$ cat src/rtl/spi_lcd_receiver_pkg.sv
// rtl/spi_lcd_receiver_pkg.sv - shared geometry defaults, command opcodes and receiver FSM encoding
//
// Purpose: constants shared by the SPI LCD receiver files.
//   COLS_DEF / ROWS_DEF  : default frame-buffer geometry (columns per bank, banks)
//   *_MASK / *_VAL       : command opcode match patterns
//   rx_state_e           : receiver FSM state encoding
package spi_lcd_receiver_pkg;

    localparam int COLS_DEF = 84;
    localparam int ROWS_DEF = 6;

    // Function set 0b00100PVH, accepted in both instruction sets.
    localparam logic [7:0] FSET_MASK = 8'hF8;
    localparam logic [7:0] FSET_VAL  = 8'h20;
    // Display control 0b00001D0E.
    localparam logic [7:0] DCTL_MASK = 8'hFA;
    localparam logic [7:0] DCTL_VAL  = 8'h08;
    // Set Y address 0b01000yyy.
    localparam logic [7:0] SETY_MASK = 8'hF8;
    localparam logic [7:0] SETY_VAL  = 8'h40;
    // Set X address 0b1xxxxxxx.
    localparam logic [7:0] SETX_MASK = 8'h80;
    localparam logic [7:0] SETX_VAL  = 8'h80;

    typedef enum logic [1:0] {
        ST_IDLE   = 2'd0,
        ST_SHIFT  = 2'd1,
        ST_DECODE = 2'd2
    } rx_state_e;

    function automatic logic cmd_match(input logic [7:0] b,
                                       input logic [7:0] mask,
                                       input logic [7:0] val);
        return (b & mask) == val;
    endfunction

endpackage

$ cat src/rtl/spi_lcd_receiver_if.sv
// rtl/spi_lcd_receiver_if.sv - SPI input lines and frame-buffer write port bundle
//
// Signals:
//   sclk, sce, mosi, dc           : SPI serial clock, chip enable (low), data, data/command
//   mem_we, mem_addr, mem_wdata   : frame-buffer write strobe, address, data
// Modports:
//   master : drives the SPI lines, observes the frame-buffer port (host / bench side)
//   slave  : receives the SPI lines, drives the frame-buffer port (receiver side)
interface spi_lcd_receiver_if;

    logic       sclk;
    logic       sce;
    logic       mosi;
    logic       dc;
    logic       mem_we;
    logic [8:0] mem_addr;
    logic [7:0] mem_wdata;

    modport master (
        output sclk, sce, mosi, dc,
        input  mem_we, mem_addr, mem_wdata
    );

    modport slave (
        input  sclk, sce, mosi, dc,
        output mem_we, mem_addr, mem_wdata
    );

endinterface

$ cat src/rtl/spi_lcd_receiver_edge_sync.sv
// rtl/spi_lcd_receiver_edge_sync.sv - 2-flop synchronizers for the SPI lines plus sclk rising-edge detect
//
// Ports:
//   clk, rst_n              : system clock, asynchronous active-low reset
//   sclk, sce, mosi, dc     : raw asynchronous SPI inputs
//   sclk_rise               : one-cycle pulse on a synchronized sclk rising edge
//   sce_s, mosi_s, dc_s     : synchronized sce, mosi, dc
module spi_edge_sync (
    input  logic clk,
    input  logic rst_n,
    input  logic sclk,
    input  logic sce,
    input  logic mosi,
    input  logic dc,
    output logic sclk_rise,
    output logic sce_s,
    output logic mosi_s,
    output logic dc_s
);

    logic [1:0] sclk_sync_q, sclk_sync_d;
    logic [1:0] sce_sync_q,  sce_sync_d;
    logic [1:0] mosi_sync_q, mosi_sync_d;
    logic [1:0] dc_sync_q,   dc_sync_d;
    logic       sclk_prev_q, sclk_prev_d;

    always_comb begin
        sclk_sync_d = {sclk_sync_q[0], sclk};
        sce_sync_d  = {sce_sync_q[0],  sce};
        mosi_sync_d = {mosi_sync_q[0], mosi};
        dc_sync_d   = {dc_sync_q[0],   dc};
        sclk_prev_d = sclk_sync_q[1];
    end

    always_ff @(posedge clk or negedge rst_n) begin
        if (!rst_n) begin
            sclk_sync_q <= '0;
            sce_sync_q  <= '0;
            mosi_sync_q <= '0;
            dc_sync_q   <= '0;
            sclk_prev_q <= 1'b0;
        end else begin
            sclk_sync_q <= sclk_sync_d;
            sce_sync_q  <= sce_sync_d;
            mosi_sync_q <= mosi_sync_d;
            dc_sync_q   <= dc_sync_d;
            sclk_prev_q <= sclk_prev_d;
        end
    end

    // All four lines see the same two-flop delay, so mosi/dc keep their
    // setup relationship to sclk after synchronization.
    assign sclk_rise = sclk_sync_q[1] & ~sclk_prev_q;
    assign sce_s     = sce_sync_q[1];
    assign mosi_s    = mosi_sync_q[1];
    assign dc_s      = dc_sync_q[1];

endmodule

$ cat src/rtl/spi_lcd_receiver.sv
// rtl/spi_lcd_receiver.sv - SPI LCD controller front end: byte receiver, command decoder, frame-buffer addressing
//
// Ports:
//   clk, rst_n                 : system clock (>= 4x sclk), asynchronous active-low reset
//   bus (slave)                : sclk/sce/mosi/dc in, mem_we/mem_addr/mem_wdata out
//   rx_byte, rx_valid          : last complete byte, one-cycle pulse per byte
//   rx_is_data                 : dc sampled with the last bit of rx_byte
//   cur_x, cur_y               : current frame-buffer column / bank
//   power_down, vertical, ext_mode : function-set bits PD, V, H
//   disp_mode                  : display-control bits {D,E}
//   frame_err                  : sticky, sce deasserted mid-byte
module spi_lcd_receiver
    import spi_lcd_receiver_pkg::*;
#(
    parameter int COLS = COLS_DEF,
    parameter int ROWS = ROWS_DEF
) (
    input  logic                 clk,
    input  logic                 rst_n,
    spi_lcd_receiver_if.slave    bus,
    output logic [7:0]           rx_byte,
    output logic                 rx_valid,
    output logic                 rx_is_data,
    output logic [6:0]           cur_x,
    output logic [2:0]           cur_y,
    output logic                 power_down,
    output logic                 vertical,
    output logic                 ext_mode,
    output logic [1:0]           disp_mode,
    output logic                 frame_err
);

    logic sclk_rise, sce_s, mosi_s, dc_s;

    spi_edge_sync u_sync (
        .clk       (clk),
        .rst_n     (rst_n),
        .sclk      (bus.sclk),
        .sce       (bus.sce),
        .mosi      (bus.mosi),
        .dc        (bus.dc),
        .sclk_rise (sclk_rise),
        .sce_s     (sce_s),
        .mosi_s    (mosi_s),
        .dc_s      (dc_s)
    );

    rx_state_e  state_q, state_d;
    logic [2:0] bit_cnt_q, bit_cnt_d;
    logic [6:0] shift_q, shift_d;
    logic [7:0] rx_byte_q, rx_byte_d;
    logic       rx_valid_q, rx_valid_d;
    logic       rx_is_data_q, rx_is_data_d;
    logic       mem_we_q, mem_we_d;
    logic [8:0] mem_addr_q, mem_addr_d;
    logic [7:0] mem_wdata_q, mem_wdata_d;
    logic [6:0] cur_x_q, cur_x_d;
    logic [2:0] cur_y_q, cur_y_d;
    logic       pd_q, pd_d;
    logic       v_q, v_d;
    logic       h_q, h_d;
    logic [1:0] disp_q, disp_d;
    logic       frame_err_q, frame_err_d;
    logic [7:0] byte_in;

    logic x_last, y_last;
    assign x_last = (int'(cur_x_q) == COLS - 1);
    assign y_last = (int'(cur_y_q) == ROWS - 1);

    always_comb begin
        state_d      = state_q;
        bit_cnt_d    = bit_cnt_q;
        shift_d      = shift_q;
        rx_byte_d    = rx_byte_q;
        rx_valid_d   = 1'b0;
        rx_is_data_d = rx_is_data_q;
        mem_we_d     = 1'b0;
        mem_addr_d   = mem_addr_q;
        mem_wdata_d  = mem_wdata_q;
        cur_x_d      = cur_x_q;
        cur_y_d      = cur_y_q;
        pd_d         = pd_q;
        v_d          = v_q;
        h_d          = h_q;
        disp_d       = disp_q;
        frame_err_d  = frame_err_q;
        byte_in      = {shift_q, mosi_s};

        case (state_q)
            ST_IDLE:   if (!sce_s) state_d = ST_SHIFT;
            ST_SHIFT: begin
                if (sce_s)
                    state_d = ST_IDLE;
                else if (sclk_rise && bit_cnt_q == 3'd7)
                    state_d = ST_DECODE;
            end
            ST_DECODE: state_d = sce_s ? ST_IDLE : ST_SHIFT;
            default:   state_d = ST_IDLE;
        endcase

        if (sce_s) begin
            // Deselect mid-byte drops the partial byte and flags it.
            if (bit_cnt_q != 3'd0)
                frame_err_d = 1'b1;
            bit_cnt_d = 3'd0;
        end else if (sclk_rise) begin
            shift_d   = byte_in[6:0];
            bit_cnt_d = bit_cnt_q + 3'd1;
            if (bit_cnt_q == 3'd7) begin
                rx_byte_d    = byte_in;
                rx_is_data_d = dc_s;
                rx_valid_d   = 1'b1;
                if (dc_s) begin
                    mem_we_d    = 1'b1;
                    mem_addr_d  = 9'(int'(cur_y_q) * COLS + int'(cur_x_q));
                    mem_wdata_d = byte_in;
                    if (!v_q) begin
                        if (x_last) begin
                            cur_x_d = 7'd0;
                            cur_y_d = y_last ? 3'd0 : cur_y_q + 3'd1;
                        end else begin
                            cur_x_d = cur_x_q + 7'd1;
                        end
                    end else begin
                        if (y_last) begin
                            cur_y_d = 3'd0;
                            cur_x_d = x_last ? 7'd0 : cur_x_q + 7'd1;
                        end else begin
                            cur_y_d = cur_y_q + 3'd1;
                        end
                    end
                end else if (cmd_match(byte_in, FSET_MASK, FSET_VAL)) begin
                    pd_d = byte_in[2];
                    v_d  = byte_in[1];
                    h_d  = byte_in[0];
                end else if (!h_q) begin
                    // Basic instruction set; the extended set has no effect here.
                    if (cmd_match(byte_in, DCTL_MASK, DCTL_VAL))
                        disp_d = {byte_in[2], byte_in[0]};
                    else if (cmd_match(byte_in, SETY_MASK, SETY_VAL)) begin
                        if (int'(byte_in[2:0]) < ROWS)
                            cur_y_d = byte_in[2:0];
                    end else if (cmd_match(byte_in, SETX_MASK, SETX_VAL)) begin
                        if (int'(byte_in[6:0]) < COLS)
                            cur_x_d = byte_in[6:0];
                    end
                end
            end
        end
    end

    always_ff @(posedge clk or negedge rst_n) begin
        if (!rst_n) begin
            state_q      <= ST_IDLE;
            bit_cnt_q    <= 3'd0;
            shift_q      <= 7'd0;
            rx_byte_q    <= 8'd0;
            rx_valid_q   <= 1'b0;
            rx_is_data_q <= 1'b0;
            mem_we_q     <= 1'b0;
            mem_addr_q   <= 9'd0;
            mem_wdata_q  <= 8'd0;
            cur_x_q      <= 7'd0;
            cur_y_q      <= 3'd0;
            pd_q         <= 1'b1;
            v_q          <= 1'b0;
            h_q          <= 1'b0;
            disp_q       <= 2'd0;
            frame_err_q  <= 1'b0;
        end else begin
            state_q      <= state_d;
            bit_cnt_q    <= bit_cnt_d;
            shift_q      <= shift_d;
            rx_byte_q    <= rx_byte_d;
            rx_valid_q   <= rx_valid_d;
            rx_is_data_q <= rx_is_data_d;
            mem_we_q     <= mem_we_d;
            mem_addr_q   <= mem_addr_d;
            mem_wdata_q  <= mem_wdata_d;
            cur_x_q      <= cur_x_d;
            cur_y_q      <= cur_y_d;
            pd_q         <= pd_d;
            v_q          <= v_d;
            h_q          <= h_d;
            disp_q       <= disp_d;
            frame_err_q  <= frame_err_d;
        end
    end

    assign rx_byte       = rx_byte_q;
    assign rx_valid      = rx_valid_q;
    assign rx_is_data    = rx_is_data_q;
    assign bus.mem_we    = mem_we_q;
    assign bus.mem_addr  = mem_addr_q;
    assign bus.mem_wdata = mem_wdata_q;
    assign cur_x         = cur_x_q;
    assign cur_y         = cur_y_q;
    assign power_down    = pd_q;
    assign vertical      = v_q;
    assign ext_mode      = h_q;
    assign disp_mode     = disp_q;
    assign frame_err     = frame_err_q;

endmodule
$ cat src/flat_wrapper.sv
// flat-port wrapper written by rule: the top's interface ports become plain ports
module spi_lcd_receiver_flat import spi_lcd_receiver_pkg::*;
#(
    parameter int COLS = COLS_DEF,
    parameter int ROWS = ROWS_DEF
)
  (clk, rst_n, rx_byte, rx_valid, rx_is_data, cur_x, cur_y, power_down, vertical, ext_mode, disp_mode, frame_err, bus_sclk, bus_sce, bus_mosi, bus_dc, bus_mem_we, bus_mem_addr, bus_mem_wdata);
  spi_lcd_receiver_if bus_i ();
  input  logic clk;
  input  logic rst_n;
  output logic [7:0] rx_byte;
  output logic rx_valid;
  output logic rx_is_data;
  output logic [6:0] cur_x;
  output logic [2:0] cur_y;
  output logic power_down;
  output logic vertical;
  output logic ext_mode;
  output logic [1:0] disp_mode;
  output logic frame_err;
  input wire logic [$bits(bus_i.sclk)-1:0] bus_sclk;
  input wire logic [$bits(bus_i.sce)-1:0] bus_sce;
  input wire logic [$bits(bus_i.mosi)-1:0] bus_mosi;
  input wire logic [$bits(bus_i.dc)-1:0] bus_dc;
  output wire logic [$bits(bus_i.mem_we)-1:0] bus_mem_we;
  output wire logic [$bits(bus_i.mem_addr)-1:0] bus_mem_addr;
  output wire logic [$bits(bus_i.mem_wdata)-1:0] bus_mem_wdata;
  assign bus_i.sclk = bus_sclk;
  assign bus_i.sce = bus_sce;
  assign bus_i.mosi = bus_mosi;
  assign bus_i.dc = bus_dc;
  assign bus_mem_we = bus_i.mem_we;
  assign bus_mem_addr = bus_i.mem_addr;
  assign bus_mem_wdata = bus_i.mem_wdata;
  spi_lcd_receiver #(.COLS(COLS), .ROWS(ROWS)) u_core (.clk(clk), .rst_n(rst_n), .bus(bus_i), .rx_byte(rx_byte), .rx_valid(rx_valid), .rx_is_data(rx_is_data), .cur_x(cur_x), .cur_y(cur_y), .power_down(power_down), .vertical(vertical), .ext_mode(ext_mode), .disp_mode(disp_mode), .frame_err(frame_err));
endmodule
$ cat config.mk
export PLATFORM = sky130hd
export DESIGN_NAME = spi_lcd_receiver_flat
export DESIGN_NICKNAME = d
export VERILOG_FILES = /design/src/rtl/spi_lcd_receiver_pkg.sv /design/src/rtl/spi_lcd_receiver_if.sv /design/src/rtl/spi_lcd_receiver_edge_sync.sv /design/src/rtl/spi_lcd_receiver.sv /design/src/flat_wrapper.sv
export SDC_FILE = /design/constraint.sdc
export NUM_CORES = 1
export LEC_CHECK = 0
export CORE_MARGIN = 2
export CORE_UTILIZATION = 45
export CTS_BUF_LIST = sky130_fd_sc_hd__clkbuf_8
export DETAILED_ROUTE_END_ITERATION = 10
export GPL_TIMING_DRIVEN = 1
export HOLD_SLACK_MARGIN = 0.03
export PLACE_DENSITY = 0.7
export SLEW_MARGIN = 25
export SYNTH_ARGS = -nofsm -noshare
export SYNTH_HDL_FRONTEND = slang
export SYNTH_SLANG_ARGS = --single-unit
$ cat constraint.sdc
create_clock -name clk -period 3.3 [get_ports clk]
set_clock_uncertainty 0.2 [all_clocks]
set_input_delay 0.825 -clock clk [delete_from_list [all_inputs] [get_ports clk]]
set_output_delay 0.825 -clock clk [all_outputs]
set_load 0.02 [all_outputs]
**After elaboration in Yosys (flattened, before gate mapping)**

Cells that the tools add are included.

- Muxes and demuxes: 28
- Equal/unequal tests: 12
- $add $sub $neg: 4
- $mul: 1
- Bitwise gates (word level): 6
- Order comparisons: 2
- Reduce and logical (&&, ||, !) cells: 14

Operator list:

| operator | number |
|---|---|
| $mux 7 | 10 |
| $mux 3 | 11 |
| $reduce_and 10->1 | 1 |
| $reduce_bool 2->1 | 5 |
| $add 9x8->9 | 1 |
| $reduce_and 9->1 | 1 |
| $ne 2x2->1 const B | 4 |
| $add 7x1->7 const B | 1 |
| $eq 7x7->1 const B | 1 |
| $lt 7x7->1 const B | 1 |
| $mul 3x5->7 const B | 1 |
| $mux 1 | 7 |
| $reduce_and 7->1 | 1 |
| $add 3x1->3 const B | 2 |
| $eq 3x3->1 const B | 2 |
| $eq 6x2->1 const B | 1 |
| $eq 5x3->1 const B | 1 |
| $eq 5x4->1 const B | 1 |
| $not 1->1 | 5 |
| $reduce_and 5->1 | 1 |
| $reduce_and 2->1 | 2 |
| $reduce_and 4->1 | 1 |
| $lt 3x3->1 const B | 1 |
| $ne 3x1->1 const B | 1 |
| 4 further kinds | 4 |

- Input bits: 6
- Word-level logic and storage cells: 87
- Output and inout port bits: 44
- Register bits: 63

**Logic depth before layout (Yosys ltp)**

- Depth after elaboration: 8
- Gate-level depth with buffers: 9

**Cells and area by module**

From an unflattened synthesis, not the netlist that was laid out.

- Cell total of the unflattened synthesis: 244
- Area total of the unflattened synthesis: 2,902.8 um^2

By module, submodules not included:

| module | cells each | times used | sequential area each (um^2) | area an instance (um^2) |
|---|---|---|---|---|
| spi_lcd_receiver | 234 | 1 | 1,352.5 | 2,663.8 |
| spi_edge_sync | 10 | 1 | 225.2 | 239.0 |

**Least setup slack after synthesis**

Ideal clock, no wire load.

- Path kind: flip-flop to flip-flop
- Start point: register u_core.cur_y_q[0] (netlist: u_core.cur_y[0])
- End point: register u_core.mem_addr_q[8] (netlist: u_core.bus.mem_addr[8])
- Arrival time: 1,985 ps
- Stages on the path, launching flop included: 8
- Clock period less this slack: 2,309 ps
- Setup time: 124 ps
- Path buffers: 0
- Slack: 991 ps
- Path through: dfrtp_1 -> ha_1 -> ha_1 -> ha_1 -> xnor2_1 -> nor3b_2 -> a221o_1 -> a211o_1

- Longest elaborated chain between the ends: 2

Ends and longest elaborated chain:

| what | RTL line | text |
|---|---|---|
| from (decl) | spi_lcd_receiver.sv:58 | `logic [2:0] cur_y_q, cur_y_d;` |
| from (signal assigned) | spi_lcd_receiver.sv:181 | `cur_y_q <= cur_y_d;` |
| $mul 3x5->7 | spi_lcd_receiver.sv:115 | `mem_addr_d = 9'(int'(cur_y_q) * COLS + int'(cur_x_q));` |
| $add 9x8->9 | spi_lcd_receiver.sv:115 |  |
| to (signal assigned) | spi_lcd_receiver.sv:178 | `mem_addr_q <= mem_addr_d;` |
| to (decl) | spi_lcd_receiver.sv:55 | `logic [8:0] mem_addr_q, mem_addr_d;` |

Every way passes these cells.
A chain may end at the register's enable or synchronous reset.

**Final worst setup path**

- Start point: register u_core.cur_x_q[3] (netlist: u_core.cur_x[3])
- End point: output cur_x[3]

RTL lines:

| what | RTL line | text |
|---|---|---|
| from (decl) | spi_lcd_receiver.sv:57 | `logic [6:0] cur_x_q, cur_x_d;` |
| from (signal assigned) | spi_lcd_receiver.sv:180 | `cur_x_q <= cur_x_d;` |
| to (decl) | flat_wrapper.sv:14 | `output logic [6:0] cur_x;` |

No word-level cell between the ends.

==> flow_metrics.env <==
export IMPL_yosys_top_cells_area="dfrtp_1 (54%), mux2_2 (9.7%), ha_1 (5.6%), o21ai_0 (2.9%), nand2_1 (2.3%)"
export IMPL_ys_types=45
export IMPL_drive_gt1_share_pct=15.8
export IMPL_setup_ws_ns=0.683
export IMPL_area_growth_pct=25.9
export IMPL_root_buffer="clkbuf_8"
export IMPL_ctsHoldBuffers=0
export IMPL_synth_xor_area_share_pct=2.11
export IMPL_cp_top_family="buffers and inverters"
export IMPL_synthAdderAreaFrac_pct=6.30
export IMPL_grt_max_degree=38
export IMPL_fp_dieArea_um2=7100
export IMPL_hold_class="flop to flop"
export IMPL_via_per_inst=5.42
export IMPL_synth_top_area_share_pct=53.5
export IMPL_overflow=0
export IMPL_cellPowerDensity_nw_per_um2=457
export IMPL_maxSlewViolCount=0
export IMPL_required_ns=2.27
export IMPL_reg2reg_setup_slack_ns=0.78
export IMPL_max_freq_mhz=382
export IMPL_synth_warnings=0
export IMPL_finalNetCount=312
export IMPL_core_area_um2=6280
export IMPL_numCtsBuffers=9
export IMPL_initial_core_util_pct=46.2
export IMPL_die_width_um=84.3
export IMPL_rows=29
export IMPL_clkSlewWorstSetupHoldPaths_ns=0.07
export IMPL_yosysTopAreaCell="dfrtp_1"
export IMPL_max_vdd_ir_drop_mv=0.392
export IMPL_synthMuxAreaShare_pct=10.7
export IMPL_cts_sinks=63
export IMPL_worstPathCellList="clkdlybuf4s50_1"
export IMPL_max_stage_delay_ns=0.68
export IMPL_fin_tns_setup_ns=0
export IMPL_postRouteAntennaNets=0
export IMPL_worst_slew_pin_slew_ns=0.660
export IMPL_cts_tree="built"
export IMPL_synth_async_reset_ratio_pct=100
export IMPL_vias=2026
export IMPL_slowest_stage="clkdlybuf4s50_1"
export IMPL_drt_iter0_drc=153
export IMPL_post_cts_resized=0
export IMPL_io_buffers=49
export IMPL_htree_levels=3
export IMPL_netlist_top_cells_count="dfrtp_1 (62), mux2_2 (25), nand2_1 (18)"
export IMPL_grt_pass1_wl_um=10300
export IMPL_wire_per_inst_um=15.8
export IMPL_gp_congestion=0.854
export IMPL_drc=0
export IMPL_grt_usage_pct=18.6
export IMPL_cp_max_fo=11
export IMPL_pre_cts_ws_ns=0.727
export IMPL_rsz0062_at_grt="false"
export IMPL_postCtsSetupBuffers=0
export IMPL_die_y_um=84.3
export IMPL_crit_type="flop to output pin"
export IMPL_setup_violations=0
export IMPL_synth_seq_area_share_pct=54.4
export IMPL_synth_top_family_by_area="simple AND/OR/NAND/NOR gates"
export IMPL_synthSimpleGateAreaFrac_pct=12.4
export IMPL_synth_compound_area_share_pct=11.0
export IMPL_syn_area_um2=2900
export IMPL_max_cap_violations=0
export IMPL_leakage_nw=1.71
export IMPL_antenna_cells=0
export IMPL_fin_crit_ns=2.62
export IMPL_syn_inst=239
export IMPL_io_pin_count=50
export IMPL_cp_arrival_ns=1.59
export IMPL_avgSynthCellArea_um2=12.1
export IMPL_postSynthNetCount=259
export IMPL_grt_pass1_vias=2129
export IMPL_synth_edf_count=0
export IMPL_slew_limit_headroom_pct=56.0
export IMPL_ys_ff_latch=63
export IMPL_finalCritPeriodShare_pct=79.3
export IMPL_timing_final_hold_violations=0
export IMPL_totalWireLength_um=5910
export IMPL_synth_most_common_cell="dfrtp_1"
export IMPL_dp_hpwl_um=4190
export IMPL_synthFlopType="dfrtp_1"
export IMPL_antenna_found_initial=0
export IMPL_crit_path_end_kind="output pin"
export IMPL_clock_path_buffers=2
export IMPL_cp_buffers_inverters=1
export IMPL_dr_pass1_iters=4
export IMPL_insertion_delay_ns=0.33
export IMPL_outcome="finished clean"
export IMPL_worstSetupStartpointType="flop"
report_power, final:
part / switching, mW / internal [mW] / total, mW
registers: 0.0859 / 0.808 / 0.894
clock network: 0.285 / 0.360 / 0.645
logic: 0.0712 / 0.0582 / 0.129
total: 0.442 / 1.23 / 1.67
logic make-up (layout without fill, tap and decap cells):
| logic type | Yosys count | count (layout) |
|---|---|---|
| flip-flops | 63 | 63 |
| AND/OR/NAND/NOR | 62 | 62 |
| multiplexers | 28 | 28 |
| buffers and inverters | 19 | 77 |
| adder cells (fa/ha/maj) | 14 | 14 |
| AO/OA/AOI/OAI | 46 | 46 |
| XOR/XNOR | 7 | 7 |
cell type report:
cell class | count | area [um^2]
Tap cell | 77 | 96.3
Multi-Input combinational cell | 157 | 1230
Clock inverter | 6 | 53.8
Timing Repair Buffer | 51 | 513
Sequential cell | 63 | 1580
Clock buffer | 10 | 138
Fill cell | 526 | 2630
Inverter | 10 | 37.5
placed cells by master (no fill, tap or decap), types with 10 or more instances in the layout:
cell type and n:
clkbuf_8 10, clkdlybuf4s50_1 48, dfrtp_1 62, ha_1 13
inv_1 13, mux2_2 25, nand2_1 18, nand3_1 10
o21ai_0 17
registers in the layout, indices dropped and copies added (netlist names), 3 cells and up:
register              flops
u_core.bus.mem_addr       9
u_core.bus.mem_wdata      8
u_core.rx_byte            8
u_core.cur_x              7
u_core.shift_q            7
u_core.bit_cnt_q          3
u_core.cur_y              3
through the flow:
| step | util [%] | instance area (um^2) | power (mW) | hold slack, ns | cells |
|---|---|---|---|---|---|
| final | 58.2 | 3650 | 1.67 | 0.148 | 374 |
| after global routing | 58.2 | 3650 | 1.76 | 0.162 | 374 |
| after CTS | 58.2 | 3650 | 1.68 | 0.150 | 374 |
| after detailed placement | 55.1 | 3460 | 1.04 | 0.135 | 358 |
| after global placement | 55.1 | 3460 | 1.03 | 0.131 | 358 |
| after floorplan | - | 2900 | 0.962 | 0.131 | 239 |
final timing paths:
path,from,endpoint,cells after the start
worst min register to register,u_core.u_sync.mosi_sync_q[0],u_core.u_sync.mosi_sync_q[1],0
worst max register to register,u_core.bit_cnt_q[1],u_core.disp_mode[1],6
worst min-delay path,u_core.u_sync.mosi_sync_q[0],u_core.u_sync.mosi_sync_q[1],0
max in group asynchronous,rst_n,u_core.rx_byte[4],2
worst max-delay path,u_core.cur_x[3],cur_x[3],1
min in group asynchronous,rst_n,u_core.bus.mem_addr[7],1
metal layers:
layer,wire (um),global-route usage (%),vias to the layer above
li1,-,-,964
met5,0,0,-
met1,2600,23.7,990
met2,2860,29.9,57
met4,137,7.04,0
met3,307,5.80,15
Note: power is estimated with default switching activity, not from simulation.
